==> src/rtl/pll_ctrl_pkg.sv <==
// -----------------------------------------------------------------------------
// pll_ctrl_pkg
//   Shared definitions for the PLL reset sequencer:
//   - pll_state_e : 3-bit FSM state encoding
//   - DEF_*       : default timing constants for a 27 MHz reference clock
//   - max3()      : helper used to size the shared cycle counter
// -----------------------------------------------------------------------------
package pll_ctrl_pkg;

  typedef enum logic [2:0] {
    RESET_PLL = 3'd0,
    WAIT_LOCK = 3'd1,
    STABLE    = 3'd2,
    RUN       = 3'd3,
    FAIL      = 3'd4
  } pll_state_e;

  // 10 us of PLL reset at 27 MHz
  localparam int unsigned DEF_RST_HOLD_CYCLES = 270;
  // 10 ms lock window at 27 MHz
  localparam int unsigned DEF_LOCK_TIMEOUT    = 270000;
  // consecutive synchronised-lock cycles before the system is released
  localparam int unsigned DEF_LOCK_STABLE     = 1024;
  // retries after the first attempt
  localparam int unsigned DEF_MAX_RETRY       = 3;

  function automatic int unsigned max3(input int unsigned a,
                                       input int unsigned b,
                                       input int unsigned c);
    int unsigned m;
    m = a;
    if (b > m) m = b;
    if (c > m) m = c;
    return m;
  endfunction

endpackage

==> src/rtl/sync_2ff.sv <==
// -----------------------------------------------------------------------------
// sync_2ff
//   Generic two-flop synchroniser for level signals crossing into the clk
//   domain. Used for the PLL lock input here, and intended for re-timing
//   sys_rst_o into the PLL output clock domain by downstream logic.
// Ports
//   clk  in   1      destination clock
//   rst  in   1      async active-high reset, forces q and the first stage
//                    to RST_VAL
//   d    in   WIDTH  asynchronous input
//   q    out  WIDTH  synchronised output, two clk cycles of latency
// -----------------------------------------------------------------------------
module sync_2ff #(
  parameter int unsigned WIDTH   = 1,
  parameter logic        RST_VAL = 1'b0
) (
  input  logic             clk,
  input  logic             rst,
  input  logic [WIDTH-1:0] d,
  output logic [WIDTH-1:0] q
);

  logic [WIDTH-1:0] meta;

  always_ff @(posedge clk or posedge rst) begin
    if (rst) begin
      meta <= {WIDTH{RST_VAL}};
      q    <= {WIDTH{RST_VAL}};
    end else begin
      meta <= d;
      q    <= meta;
    end
  end

endmodule

==> src/rtl/pll_rst_seq.sv <==
// -----------------------------------------------------------------------------
// pll_rst_seq
//   Power-up / recovery sequencer for the on-chip PLL, clocked by the board
//   reference clock. Pulses the PLL reset, waits for lock with a timeout and
//   a bounded number of retries, and releases the downstream system reset once
//   lock has been stable for LOCK_STABLE cycles.
//
// Ports
//   clkin         in   1   reference clock
//   reset         in   1   async active-high reset
//   pll_lock_i    in   1   PLL lock, asynchronous to clkin
//   relock_req_i  in   1   restart the sequence and clear the retry count
//   pll_rst_o     out  1   PLL reset pin, active-high
//   sys_rst_o     out  1   downstream system reset (clkin domain), active-high
//   locked_o      out  1   high only in RUN
//   fail_o        out  1   high only in FAIL
//   retry_cnt_o   out  $clog2(MAX_RETRY+1)  retries used so far
//
// Build option
//   PLL_RELOCK_EN : when defined, loss of lock in RUN restarts the sequence
//                   with a fresh retry budget; otherwise RUN ignores lock.
//
// All outputs are registered and decoded from the next state, so they move
// on the same edge as the state register.
// -----------------------------------------------------------------------------
module pll_rst_seq
  import pll_ctrl_pkg::*;
#(
  parameter int unsigned RST_HOLD_CYCLES = DEF_RST_HOLD_CYCLES,
  parameter int unsigned LOCK_TIMEOUT    = DEF_LOCK_TIMEOUT,
  parameter int unsigned LOCK_STABLE     = DEF_LOCK_STABLE,
  parameter int unsigned MAX_RETRY       = DEF_MAX_RETRY
) (
  input  logic                           clkin,
  input  logic                           reset,
  input  logic                           pll_lock_i,
  input  logic                           relock_req_i,
  output logic                           pll_rst_o,
  output logic                           sys_rst_o,
  output logic                           locked_o,
  output logic                           fail_o,
  output logic [$clog2(MAX_RETRY+1)-1:0] retry_cnt_o
);

  localparam int unsigned CNT_MAX = max3(LOCK_TIMEOUT, RST_HOLD_CYCLES, LOCK_STABLE);
  localparam int unsigned CW      = $clog2(CNT_MAX + 1);
  localparam int unsigned RW      = $clog2(MAX_RETRY + 1);

  typedef logic [CW-1:0] cnt_t;
  typedef logic [RW-1:0] retry_t;

  localparam cnt_t   HOLD_LAST    = cnt_t'(RST_HOLD_CYCLES - 1);
  localparam cnt_t   TIMEOUT_LAST = cnt_t'(LOCK_TIMEOUT - 1);
  // The WAIT_LOCK edge that first sees lock_s already counts as one stable
  // cycle, so STABLE only needs LOCK_STABLE-1 further edges (LOCK_STABLE >= 2).
  localparam cnt_t   STABLE_LAST  = cnt_t'(LOCK_STABLE - 2);
  localparam retry_t RETRY_MAX    = retry_t'(MAX_RETRY);

  pll_state_e state, state_n;
  cnt_t       cnt, cnt_n, cnt_inc;
  retry_t     retry_cnt, retry_n;
  logic       lock_s;

  sync_2ff #(
    .WIDTH   (1),
    .RST_VAL (1'b0)
  ) u_lock_sync (
    .clk (clkin),
    .rst (reset),
    .d   (pll_lock_i),
    .q   (lock_s)
  );

  // Shared counter saturates at all-ones rather than wrapping.
  assign cnt_inc = (cnt == '1) ? cnt : cnt + cnt_t'(1);

  // ---------------------------------------------------------------------------
  // Next-state logic
  // ---------------------------------------------------------------------------
  always_comb begin
    state_n = state;
    cnt_n   = cnt_inc;
    retry_n = retry_cnt;

    case (state)
      RESET_PLL: begin
        if (cnt == HOLD_LAST) begin
          state_n = WAIT_LOCK;
          cnt_n   = '0;
        end
      end

      WAIT_LOCK: begin
        if (lock_s) begin
          state_n = STABLE;
          cnt_n   = '0;
        end else if (cnt == TIMEOUT_LAST) begin
          cnt_n = '0;
          if (retry_cnt < RETRY_MAX) begin
            retry_n = retry_cnt + retry_t'(1);
            state_n = RESET_PLL;
          end else begin
            state_n = FAIL;
          end
        end
      end

      STABLE: begin
        if (!lock_s) begin
          // Lock glitched: go back and restart the lock timeout from zero.
          state_n = WAIT_LOCK;
          cnt_n   = '0;
        end else if (cnt == STABLE_LAST) begin
          state_n = RUN;
          cnt_n   = '0;
        end
      end

      RUN: begin
        cnt_n = cnt;
`ifdef PLL_RELOCK_EN
        if (!lock_s) begin
          state_n = RESET_PLL;
          cnt_n   = '0;
          retry_n = '0;
        end
`endif
      end

      FAIL: begin
        cnt_n = cnt;
      end

      default: begin
        state_n = RESET_PLL;
        cnt_n   = '0;
      end
    endcase

    // Soft relock request overrides every state; held high it pins the
    // sequence at the start of RESET_PLL.
    if (relock_req_i) begin
      state_n = RESET_PLL;
      cnt_n   = '0;
      retry_n = '0;
    end
  end

  // ---------------------------------------------------------------------------
  // State, counters and registered outputs
  // ---------------------------------------------------------------------------
  always_ff @(posedge clkin or posedge reset) begin
    if (reset) begin
      state     <= RESET_PLL;
      cnt       <= '0;
      retry_cnt <= '0;
      pll_rst_o <= 1'b1;
      sys_rst_o <= 1'b1;
      locked_o  <= 1'b0;
      fail_o    <= 1'b0;
    end else begin
      state     <= state_n;
      cnt       <= cnt_n;
      retry_cnt <= retry_n;
      pll_rst_o <= (state_n == RESET_PLL) || (state_n == FAIL);
      sys_rst_o <= (state_n != RUN);
      locked_o  <= (state_n == RUN);
      fail_o    <= (state_n == FAIL);
    end
  end

  assign retry_cnt_o = retry_cnt;

endmodule
==> config.mk <==
export PLATFORM = sky130hd
export DESIGN_NAME = pll_rst_seq
export DESIGN_NICKNAME = d
export VERILOG_FILES = /design/src/rtl/pll_ctrl_pkg.sv /design/src/rtl/sync_2ff.sv /design/src/rtl/pll_rst_seq.sv
export SDC_FILE = /design/constraint.sdc
export NUM_CORES = 1
export LEC_CHECK = 0
export BUFFER_PORTS_ARGS = -buffer_cell sky130_fd_sc_hd__clkbuf_2
export CAP_MARGIN = 10
export CELL_PAD_IN_SITES_DETAIL_PLACEMENT = 1
export CELL_PAD_IN_SITES_GLOBAL_PLACEMENT = 2
export CORE_MARGIN = 2
export CORE_UTILIZATION = 35
export DETAILED_ROUTE_END_ITERATION = 8
export PLACE_DENSITY_LB_ADDON = 0.1
export RECOVER_POWER = 50
export SETUP_SLACK_MARGIN = 0.3
export SYNTH_ARGS = -nofsm -noshare
export SYNTH_HDL_FRONTEND = slang
export SYNTH_HIERARCHICAL = 1
export SYNTH_SLANG_ARGS = --single-unit
==> constraint.sdc <==
create_clock -name clkin -period 3.66 [get_ports clkin]
set_input_delay 0.732 -clock clkin [delete_from_list [all_inputs] [get_ports clkin]]
set_output_delay 0.732 -clock clkin [all_outputs]
set_load 0.01 [all_outputs]
# == Word level (Yosys, flattened, before mapping) ==
# Cells that the tools add are included.
# totals
reg_bits,30
latch_bits,0
ram_bits,0
mem_bits_ro,0
in_bits,4
output_inout_bits,6
word_cells,54
mem_count,0
# classes
n_addsub,2
n_mul,0
div_mod_pow,0
n_lt_le_gt_ge,1
eq_ne,13
shifts,0
n_mux,21
bitwise_logic,0
reduce_logical,8
# ops
op,count
19-bit two-way mux,7
19-bit case mux with 4 select lines,1
"19-bit equality test, second input constant",2
3-bit two-way mux,7
"19-bit by 1-bit adder with 19-bit output, second input constant",1
"19-bit by 10-bit equality test with 1-bit output, second input constant",1
"19-bit by 9-bit equality test with 1-bit output, second input constant",1
3-bit case mux with 4 select lines,1
2-bit two-way mux,5
"3-bit by 2-bit equality test with 1-bit output, second input constant",3
"3-bit equality test, second input constant",2
3-bit zero test,2
2-bit nonzero test,3
4-bit AND reduction,1
"3-bit by 1-bit equality test with 1-bit output, second input constant",1
"3-bit by 2-bit != test with 1-bit output, second input constant",1
"2-bit by 1-bit adder with 2-bit output, second input constant",1
"2-bit less-than comparator, second input constant",1
"2-bit by 1-bit != test with 1-bit output, second input constant",1
"2-bit != test, second input constant",1
2-bit OR reduction,1
1-bit logical OR,1

# == Logic depth before layout (Yosys ltp) ==
# Gate-level depths: netlist (run 1).
# depth
ltp_word,8
mapped_depth,8
ltp_nobuf,7

# == Modules after synthesis ==
# The synthesis (run 1) kept the hierarchy.
# by_module_without_submodules
module,instances,cells_per_inst,area_per_inst_um2,seq_area_each_um2
pll_rst_seq,1,181,1630.3,703.2
sync_2ff,1,3,53.8,50.0

# == Worst setup path before layout (run 1) ==
# OpenSTA, ideal clock, no wires.
# synth_timing
kind,flip-flop to flip-flop
from,reg cnt[15]
to,reg cnt[0]
arrival_time_ns,2.748
required_ns,3.535
setup_slack_ns,0.788
stages_incl_launch_ff,7
period_less_slack_ns,2.872
cell_sequence,dfrtp_1 or4_1 or4_4 o41a_1 o31a_1 a21o_1 mux2_2
# synth_between
elab_chain_len,6
# synth_lines
item,line,rtl
start: declaration,pll_rst_seq.sv:60,"cnt_t cnt, cnt_n, cnt_inc;"
start signal: assignment,pll_rst_seq.sv:163,cnt <= cnt_n;
19-bit equality test,pll_rst_seq.sv:75,assign cnt_inc = (cnt == '1) ? cnt : cnt + cnt_t'(1);
19-bit two-way mux,pll_rst_seq.sv:75,
"19-bit two-way mux, on equally long branches","pll_rst_seq.sv:113, pll_rst_seq.sv:97",
"19-bit two-way mux, on equally long branches","pll_rst_seq.sv:109, pll_rst_seq.sv:94",
19-bit case mux with 4 select lines *,pll_rst_seq.sv:85,case (state)
19-bit two-way mux *,pll_rst_seq.sv:142,if (relock_req_i) begin
# Mark *: on every way between the ends. The rest lies on a longest branch, timed or not.
# A chain may end at the register's enable or synchronous reset.

# == Worst setup path after layout (run 1) ==
# layout_timing
from,reg cnt[15]
to,reg cnt[12]
# Same word-level chain as after synthesis.

==> results_dict.tcl, run 1 <==
set metrics [dict create \
    synthSimpleGateAreaFrac_pct 27.3 \
    grt-ovfl-total 0 \
    htreeDepth 2 \
    area_growth_pct 13.5 \
    r2r_start "cnt[15]$_DFFE_PP0P_" \
    cts_repair_resize_count 0 \
    clk_latency_ns 0.29 \
    clock_skew_ns 0.00598 \
    cts_tree "done" \
    clock.fmax_mhz 314 \
    start_kind "flip-flop" \
    routed_wl_um 4470 \
    clk_pin_slew_ns 0.06 \
    yosysUniqueCellTypes 44 \
    fp.dieH_um 73.4 \
    fin_crit_ns 3.19 \
    yosysSeqAreaShare_pct 44.7 \
    ioPinCount 10 \
    drt_iter0_markers 52 \
    drive_above_1_share_pct 12.5 \
    num_antenna_cells 0 \
    cts-root-buf "clkbuf_8" \
    drc 0 \
    fin_area_um2 1910 \
    synth_cells 184 \
    die_w_um 73.4 \
    ys.flop_type "dfrtp_1" \
    fin_nets 207 \
    antenna_found_initial 0 \
    rsz0062_at_grt "no" \
    p_leak_nw 0.851 \
    ant_nets 0 \
    final_cell_mix "dfrtp_1 (28), nand2_1 (21), nand3_1 (17)" \
    dp_hpwl_um 3300 \
    cts_hold_buf 0 \
    cp-startpoint "cnt[15]$_DFFE_PP0P_" \
    synth_nets 192 \
    drt_pre_antenna_iters 4 \
    ys_warn_count 6 \
    netlist.area_leader.share_pct 41.6 \
    place_ws_ns 0.468 \
    fin_cells 254 \
    synth_top_family_by_area "simple AND/OR/NAND/NOR gates" \
    yosys.area.top_type "dfrtp_1" \
    place_area_um2 1800 \
    synth_mux_area_share_pct 3.64 \
    io_buffers 9 \
    synthArstFlopShare_pct 100 \
    ys_seq_elements 30 \
    grt_pass1_wl_um 7470 \
    clockBufferDepth 2 \
    dieArea_um2 5380 \
    coreArea_um2 4690 \
    worst_slack_ns 0.473 \
    post_cts_buffers 0 \
    synth_compound_area_share_pct 16.5 \
    via_per_inst 5.86 \
    cts-buffers-inserted 5 \
    synth_area_um2 1680 \
    hold_viol 0 \
    maxSlewViolCount 0 \
    synth.area.top_cells "dfrtp_1 (42%), nand3_1 (5.1%), nand2_1 (4.7%)" \
    grt_use_total_pct 18.6 \
    vias 1489 \
    setup-tns-final_ns 0 \
    avgSynthCellArea_um2 9.15 \
    fin_crit_sh_pct 87.1 \
    dp_cells 245 \
    cts_sinks 30 \
    synthAdderAreaFrac_pct 3.57 \
    max-slew-margin-rel_pct 28.1 \
    cap_viol_max_count 0 \
    ir_drop_v 0.000159 \
    avgRoutedWirePerCell_um 17.6 \
    rows 25 \
    setup_viol 0 \
    start_util_pct 35.9 \
    min_path_type "input pin to async pin" \
    grt_pass1_vias 1485 \
    cp_max_fo 12 \
    cp.arrival_ns 3.32 \
    cp.required_ns 3.79 \
    globalplace.congestion 0.811 \
    synth_edf_count 0 \
    power_density_nw_per_um2 370 \
    final_common_cell "dfrtp_1" \
    outcome "finished clean" \
    worst_slew_pin_slew_ns 1.08 \
    endpoint_kind "flip-flop" \
    path_class "flip-flop to flip-flop" \
    synth-xor-area-share_pct 0.520 \
    grt_max_degree 29 \
]
cells by family after synthesis:
group,count (synthesis)
mux,6
fa+ha+maj,5
flops,30
xor+xnor,1
buf+inv,16
compound gates,39
simple gates,87
synth_stat cells (2+ instances only):
| cell | number |
|---|---|
| dfrtp_1 | 28 |
| nand2_1 | 21 |
| nand3_1 | 17 |
| a21oi_1 | 14 |
| nor2_1 | 13 |
| inv_1 | 10 |
| nand4_1 | 8 |
| and3_1 | 5 |
| mux2i_1 | 5 |
| or4_1 | 5 |
| clkbuf_1 | 4 |
| ha_1 | 4 |
| a21o_1 | 3 |
| nor3_1 | 3 |
| nor4_1 | 3 |
| o211ai_1 | 3 |
| a21boi_0 | 2 |
| and4_1 | 2 |
| buf_2 | 2 |
| dfstp_2 | 2 |
| nand3b_1 | 2 |
| nand4b_1 | 2 |
| o21a_1 | 2 |
| o21ai_0 | 2 |
| o311ai_0 | 2 |
| o31ai_1 | 2 |
power breakdown:
part | leakage, nW | internal (W) | switching (W)
sequential | 0.405 | 0.000336 | 0.00000538
combinational | 0.388 | 0.0000109 | 0.0000220
clock | 0.0579 | 0.000200 | 0.000133
critical path, stage by stage (launching register included):
cell	delay (ns)
dfrtp_1	0.45
or4_1	0.55
or4_4	0.55
o41a_1	0.50
o31a_1	0.51
buf_4	0.25
nand3_1	0.08
o311ai_0	0.14
sequential cells by signal (all words and copies together) (netlist names):
name / count
cnt: 19
u_lock_sync/q: 1
state: 3
sys_rst_o: 1
pll_rst_o: 1
locked_o: 1
fail_o: 1
u_lock_sync/meta: 1
retry_cnt_o: 2
final cells by class:
type / count / area, um^2
Inverter: 10 / 37.5
Clock inverter: 3 / 40.0
Sequential cell: 30 / 753
Timing Repair Buffer: 14 / 76.3
Fill cell: 545 / 2780
Clock buffer: 5 / 68.8
Tap cell: 54 / 67.6
Multi-Input combinational cell: 138 / 868
per-stage QoR:
step	total power, W	util [%]	hold slack, ns
floorplan	0.000368	-	0.331
global placement	0.000379	38.4	0.336
detailed placement	0.000381	38.4	0.337
CTS	0.000720	40.7	0.274
global route	0.000737	40.7	0.286
finish	0.000707	40.7	0.279
final timing paths:
| kind | endpoint | slack (ns) | cells past startpoint |
|---|---|---|---|
| worst min-delay path | u_lock_sync/q$_DFF_PP0_ | 0.28 | 2 |
| min in group clkin | u_lock_sync/q$_DFF_PP0_ | 0.35 | 0 |
| worst min register to register | u_lock_sync/q$_DFF_PP0_ | 0.35 | 0 |
| worst max register to register | cnt[12]$_DFFE_PP0P_ | 0.47 | 7 |
| max in group asynchronous | cnt[15]$_DFFE_PP0P_ | 1.92 | 3 |
| worst max-delay path | cnt[12]$_DFFE_PP0P_ | 0.47 | 7 |
metal layers:
metal | part of all wire (%) | GRT usage (%)
met4 | 1.6 | 6.67
met5 | 0 | 0
met1 | 46 | 22.2
met2 | 50 | 32.4
met3 | 2.2 | 4.53
(Power assumes the default switching activity.)
==> inputs of run 2 (changes only) <==
- ABC_AREA: not set -> 1
==> results_dict.tcl, run 2 <==
set metrics [dict create \
    coreArea_um2 5510 \
    num_antenna_cells 0 \
    yosysUniqueCellTypes 30 \
    synth_common_cells "nand2_1 (75), nor2_1 (42), inv_1 (30)" \
    synth-xor-area-share_pct 3.93 \
    fin_crit_sh_pct 55.7 \
    outcome "finished clean" \
    area_growth_pct 9.35 \
    crit_family "simple AND/OR/NAND/NOR gates" \
    regMostFlops "cnt" \
    cts_sinks 30 \
    fin_total_pwr_w 0.000654 \
    r2r_end "cnt[0]$_DFFE_PP0P_" \
    slowest_stage "dfrtp_1" \
    synth_area_um2 2010 \
    hold_viol 0 \
    drive_above_1_share_pct 12.8 \
    critPathBufInv 0 \
    grt_use_total_pct 20.1 \
    synthSimpleGateAreaFrac_pct 38.3 \
    crit_chain "ha_1 -> nand3_1 -> nor2_1 -> nand3_1 -> nand2_1 -> nand3_4 -> nand2_1 -> o21ai_1" \
    die_w_um 79.7 \
    r2r_start "cnt[0]$_DFFE_PP0P_" \
    r2r_slack_ns 1.62 \
    setup_viol 0 \
    ys.flop_type "dfrtp_1" \
    synthAdderAreaFrac_pct 2.49 \
    routed_wl_um 5630 \
    cp.arrival_ns 2.21 \
    rows 27 \
    start_kind "flip-flop" \
    cts-root-buf "clkbuf_8" \
    vias 1838 \
    ir_drop_v 0.000144 \
    rsz0062_at_grt "no" \
    globalplace.congestion 0.810 \
    largest_reg_flops 19 \
    avgRoutedWirePerCell_um 15.2 \
    cts-buffers-inserted 5 \
    synth_nets 294 \
    clockBufferDepth 2 \
    max-slew-margin-rel_pct 46.0 \
    dieArea_um2 6360 \
    ys_seq_elements 30 \
    drt_pre_antenna_iters 4 \
    clk_latency_ns 0.28 \
    yosysSeqAreaShare_pct 37.5 \
    ioPinCount 10 \
    maxSlewViolCount 0 \
    fp.dieH_um 79.7 \
    endpoint_kind "flip-flop" \
    ant_nets 0 \
    synth_edf_count 0 \
    dp_cells 362 \
    cts_hold_buf 0 \
    grt_max_degree 16 \
    drc 0 \
    grt_pass1_wl_um 9620 \
    drt_iter0_markers 60 \
    min_path_type "input pin to async pin" \
    cts_tree "done" \
    setup-tns-final_ns 0 \
    cp_max_fo 14 \
    final_cell_mix "nand2_1 (75), nor2_1 (42), inv_1 (30)" \
    cts_repair_resize_count 0 \
    dp_hpwl_um 4410 \
    io_buffers 9 \
    clock_skew_ns 0.00378 \
    via_per_inst 4.97 \
    r2r_cells 8 \
    start_util_pct 36.4 \
    worst_slew_pin_slew_ns 0.810 \
    synth_top_family_by_area "simple AND/OR/NAND/NOR gates" \
    htreeDepth 2 \
    synth.area.top_cells "dfrtp_1 (35%), nand2_1 (14%), nor2_1 (7.9%)" \
    synth_most_common_cell "nand2_1" \
    grt_pass1_vias 1855 \
    clock.fmax_mhz 490 \
    path_depth 8 \
    fin_cells 370 \
    cap_viol_max_count 0 \
    avgSynthCellArea_um2 7.02 \
    synth_mux_area_share_pct 0 \
    yosys.area.top_type "dfrtp_1" \
    grt-ovfl-total 0 \
    cp.required_ns 3.83 \
    synth_cells 286 \
    power_density_nw_per_um2 298 \
    post_cts_buffers 0 \
    clk_pin_slew_ns 0.07 \
    fin_crit_ns 2.04 \
    synthArstFlopShare_pct 100 \
    max_stage_delay_ns 0.43 \
    synth_compound_area_share_pct 9.23 \
    ys_warn_count 6 \
    path_class "flip-flop to flip-flop" \
    netlist.area_leader.share_pct 34.9 \
    fin_nets 305 \
    p_leak_nw 1.07 \
    final_common_cell "nand2_1" \
    antenna_found_initial 0 \
]
## run 2: changes by cell type in the layout (fill, tap and decap cells not counted), moves of 6 or more
| cell | change |
|---|---|
| a21oi_1 | -6 |
| inv_1 | +20 |
| nand2_1 | +54 |
| nand3_1 | +12 |
| nor2_1 | +29 |
| o21ai_1 | +12 |
| xor2_1 | +9 |
## run 2: worst max-delay path by stage
| stage | from | endpoint | slack, ns |
|---|---|---|---|
| floorplan | relock_req_i | cnt[1]$_DFFE_PP0P_ | 1.96 |
| global placement | cnt[1]$_DFFE_PP0P_ | cnt[15]$_DFFE_PP0P_ | 1.65 |
| detailed placement | cnt[0]$_DFFE_PP0P_ | cnt[14]$_DFFE_PP0P_ | 1.61 |
| CTS | cnt[0]$_DFFE_PP0P_ | cnt[14]$_DFFE_PP0P_ | 1.60 |
| global route | cnt[1]$_DFFE_PP0P_ | cnt[1]$_DFFE_PP0P_ | 1.32 |
| finish | cnt[0]$_DFFE_PP0P_ | cnt[0]$_DFFE_PP0P_ | 1.62 |
## run 2: stage by stage
| step | cell area [um^2] | hold slack [ns] | setup slack [ns] | utilization, % |
|---|---|---|---|---|
| finish | 2190 | 0.280 | 1.62 | 39.9 |
| global route | 2190 | 0.284 | 1.32 | 39.9 |
| CTS | 2200 | 0.275 | 1.60 | 39.9 |
| detailed placement | 2100 | 0.336 | 1.61 | 38.2 |
| global placement | 2100 | 0.334 | 1.65 | 38.2 |
| floorplan | 2010 | 0.331 | 1.96 | - |
## run 2: worst reg2reg max path: stages (launching register included)
cell     delay (ns)
dfrtp_1        0.43
ha_1           0.35
nand3_1        0.19
nor2_1         0.16
nand3_1        0.11
nand2_1        0.13
nand3_4        0.21
nand2_1        0.27
o21ai_1        0.09
## run 2: where the power goes
part	internal [W]	total (W)	switching, W
sequential	0.000335	0.000341	0.00000535
combinational	0.00000762	0.0000287	0.0000211
clock	0.000151	0.000284	0.000133
## run 2: kinds of logic after synthesis
logic type	Yosys count
buffers and inverters	39
and+or+nand+nor	171
adders and majority gates	4
DFF	30
AOI/OAI and AO/OA	33
xor gates and xnor gates	9
## run 2: layout make-up
cell class                      count  area, um^2
Clock inverter                      2        12.5
Fill cell                         718        3310
Tap cell                           72        90.1
Clock buffer                        6        82.6
Sequential cell                    30         753
Multi-Input combinational cell    217        1080
Inverter                           33         124
Timing Repair Buffer               10        48.8
## run 2: routing by layer
| metal | up-vias | track usage (%) | share of wire [%] |
|---|---|---|---|
| met1 | 880 | 30.1 | 54 |
| met4 | 0 | 5.69 | 1.3 |
| met2 | 15 | 30.2 | 43 |
| met5 | - | 0 | 0 |
| li1 | 936 | - | - |
| met3 | 7 | 2.71 | 1.4 |
==> inputs of run 3 (changes only) <==
- ABC_AREA: 1 -> 0
- clock period: 3.66 -> 1.9 ns (I/O delays scaled with it)
==> results_dict.tcl, run 3 (synthesis results as in run 1) <==
set metrics [dict create \
    p_leak_nw 1.15 \
    clock_skew_ns 0.00397 \
    fp.dieH_um 73.4 \
    fin_crit_sh_pct 144 \
    violations "negative setup slack" \
    clockBufferDepth 2 \
    cap_viol_max_count 0 \
    ioPinCount 10 \
    power_density_nw_per_um2 556 \
    hold_viol 0 \
    fin_nets 260 \
    cp_max_fo 5 \
    outcome "finished, violations left" \
    place_area_um2 2200 \
    ir_drop_v 0.000278 \
    min_path_type "input pin to flip-flop" \
    max-slew-margin-rel_pct 50.6 \
    nFillCells 535 \
    grt_max_degree 29 \
    final_cell_mix "buf_4 (50), dfrtp_1 (28), nand2_1 (21)" \
    rsz0062_at_grt "yes" \
    grt-ovfl-total 0 \
    worst_slew_pin_slew_ns 0.741 \
    ant_nets 0 \
    cts-root-buf "clkbuf_8" \
    drive_above_1_share_pct 39.9 \
    max_stage_delay_ns 0.55 \
    vias 1712 \
    avgRoutedWirePerCell_um 17.8 \
    endpoint_kind "flip-flop" \
    grt_use_total_pct 21.5 \
    slowest_stage "or4_4" \
    final_common_cell "buf_4" \
    fin_crit_ns 2.73 \
    drt_iter0_markers 67 \
    drc 0 \
    clock.fmax_mhz 366 \
    rows 25 \
    antenna_found_initial 0 \
    dp_hpwl_um 3810 \
    cp.required_ns 2.07 \
    setup-tns-final_ns -17.13 \
    place_ws_ns -0.820 \
    start_util_pct 35.9 \
    fin_area_um2 2490 \
    crit_chain "or4_1 -> or4_4 -> o41a_1 -> o31a_1 -> buf_6 -> a21o_1 -> a21o_1" \
    hold_ws_ns 0.202 \
    die_w_um 73.4 \
    maxSlewViolCount 0 \
    clk_pin_slew_ns 0.07 \
    coreArea_um2 4690 \
    largest_reg_flops 19 \
    grt_pass1_vias 1826 \
    clk_latency_ns 0.28 \
    cp.arrival_ns 2.90 \
    cts-buffers-inserted 5 \
    cts_sinks 30 \
    num_antenna_cells 0 \
    grt_pass1_wl_um 8740 \
    via_per_inst 5.58 \
    start_kind "flip-flop" \
    routed_wl_um 5460 \
    path_class "flip-flop to flip-flop" \
    cp_common_cell "a21o_1" \
    worst_slack_ns -0.831 \
    regMostFlops "cnt" \
    area_growth_pct 47.8 \
    finalCoreUtilization_pct 53.0 \
    io_buffers 9 \
    dieArea_um2 5380 \
    htreeDepth 2 \
    setup_viol 23 \
    cts_tree "done" \
    drt_pre_antenna_iters 4 \
    globalplace.congestion 0.831 \
]
## run 3: what timing repair did
item                                    in CTS  in global routing
resized for setup                           13                 19
pin swaps                                    7                  2
hold buffers                                 1                  0
hold endpoints to repair                     2                  0
endpoints found under the setup margin      27                 27
buffers inserted                             3                  1
## run 3: path summary, 6_finish.rpt
kind / start / endpoint / slack [ns] / depth (start not counted)
max: cnt[18]$_DFFE_PP0P_ / cnt[7]$_DFFE_PP0P_ / -0.83 / 7
min: pll_lock_i / u_lock_sync/meta$_DFF_PP0_ / 0.20 / 1
max reg2reg: cnt[18]$_DFFE_PP0P_ / cnt[7]$_DFFE_PP0P_ / -0.83 / 7
min reg2reg: u_lock_sync/meta$_DFF_PP0_ / u_lock_sync/q$_DFF_PP0_ / 0.35 / 0
max in group asynchronous: reset / cnt[4]$_DFFE_PP0P_ / 0.58 / 4
min in group asynchronous: reset / u_lock_sync/meta$_DFF_PP0_ / 0.49 / 3
## run 3: per-layer routing
layer	GRT usage (%)	routed length [um]
met1	25.6	2360
met2	39.3	2950
met5	0	0
met3	4.12	138
met4	6.06	8
## run 3: power breakdown
group | internal [W] | switching [W] | total, W
Sequential | 0.000646 | 0.00000452 | 0.000651
Combinational | 0.0000429 | 0.0000564 | 0.0000993
Clock | 0.000385 | 0.000249 | 0.000634
## run 3: stage by stage
step,std cells,total power (W)
after global routing,307,0.00144
final,307,0.00138
after floorplan,184,0.000711
after detailed placement,294,0.000754
after CTS,306,0.00141
after global placement,294,0.000750
## run 3: critical path, delay by kind of cell (launching register included)
family	cells	cell delay (ns)
AND/OR/NAND/NOR	2	1.07
flip-flops	1	0.38
AO/OA/AOI/OAI	4	1.02
buffers and inverters	1	0.16
## run 3: final cells by class
class                   instances  area (um^2)  share of cell area (%)
repair buffers                 67          502                    20.2
flip-flops and latches         30          753                    30.3
multi-input cells             138         1020                    41.0
inverters                      10         37.5                    1.51
well taps                      54         67.6                    2.71
clock buffers                   5         68.8                    2.77
clock inverters                 3         40.0                    1.61
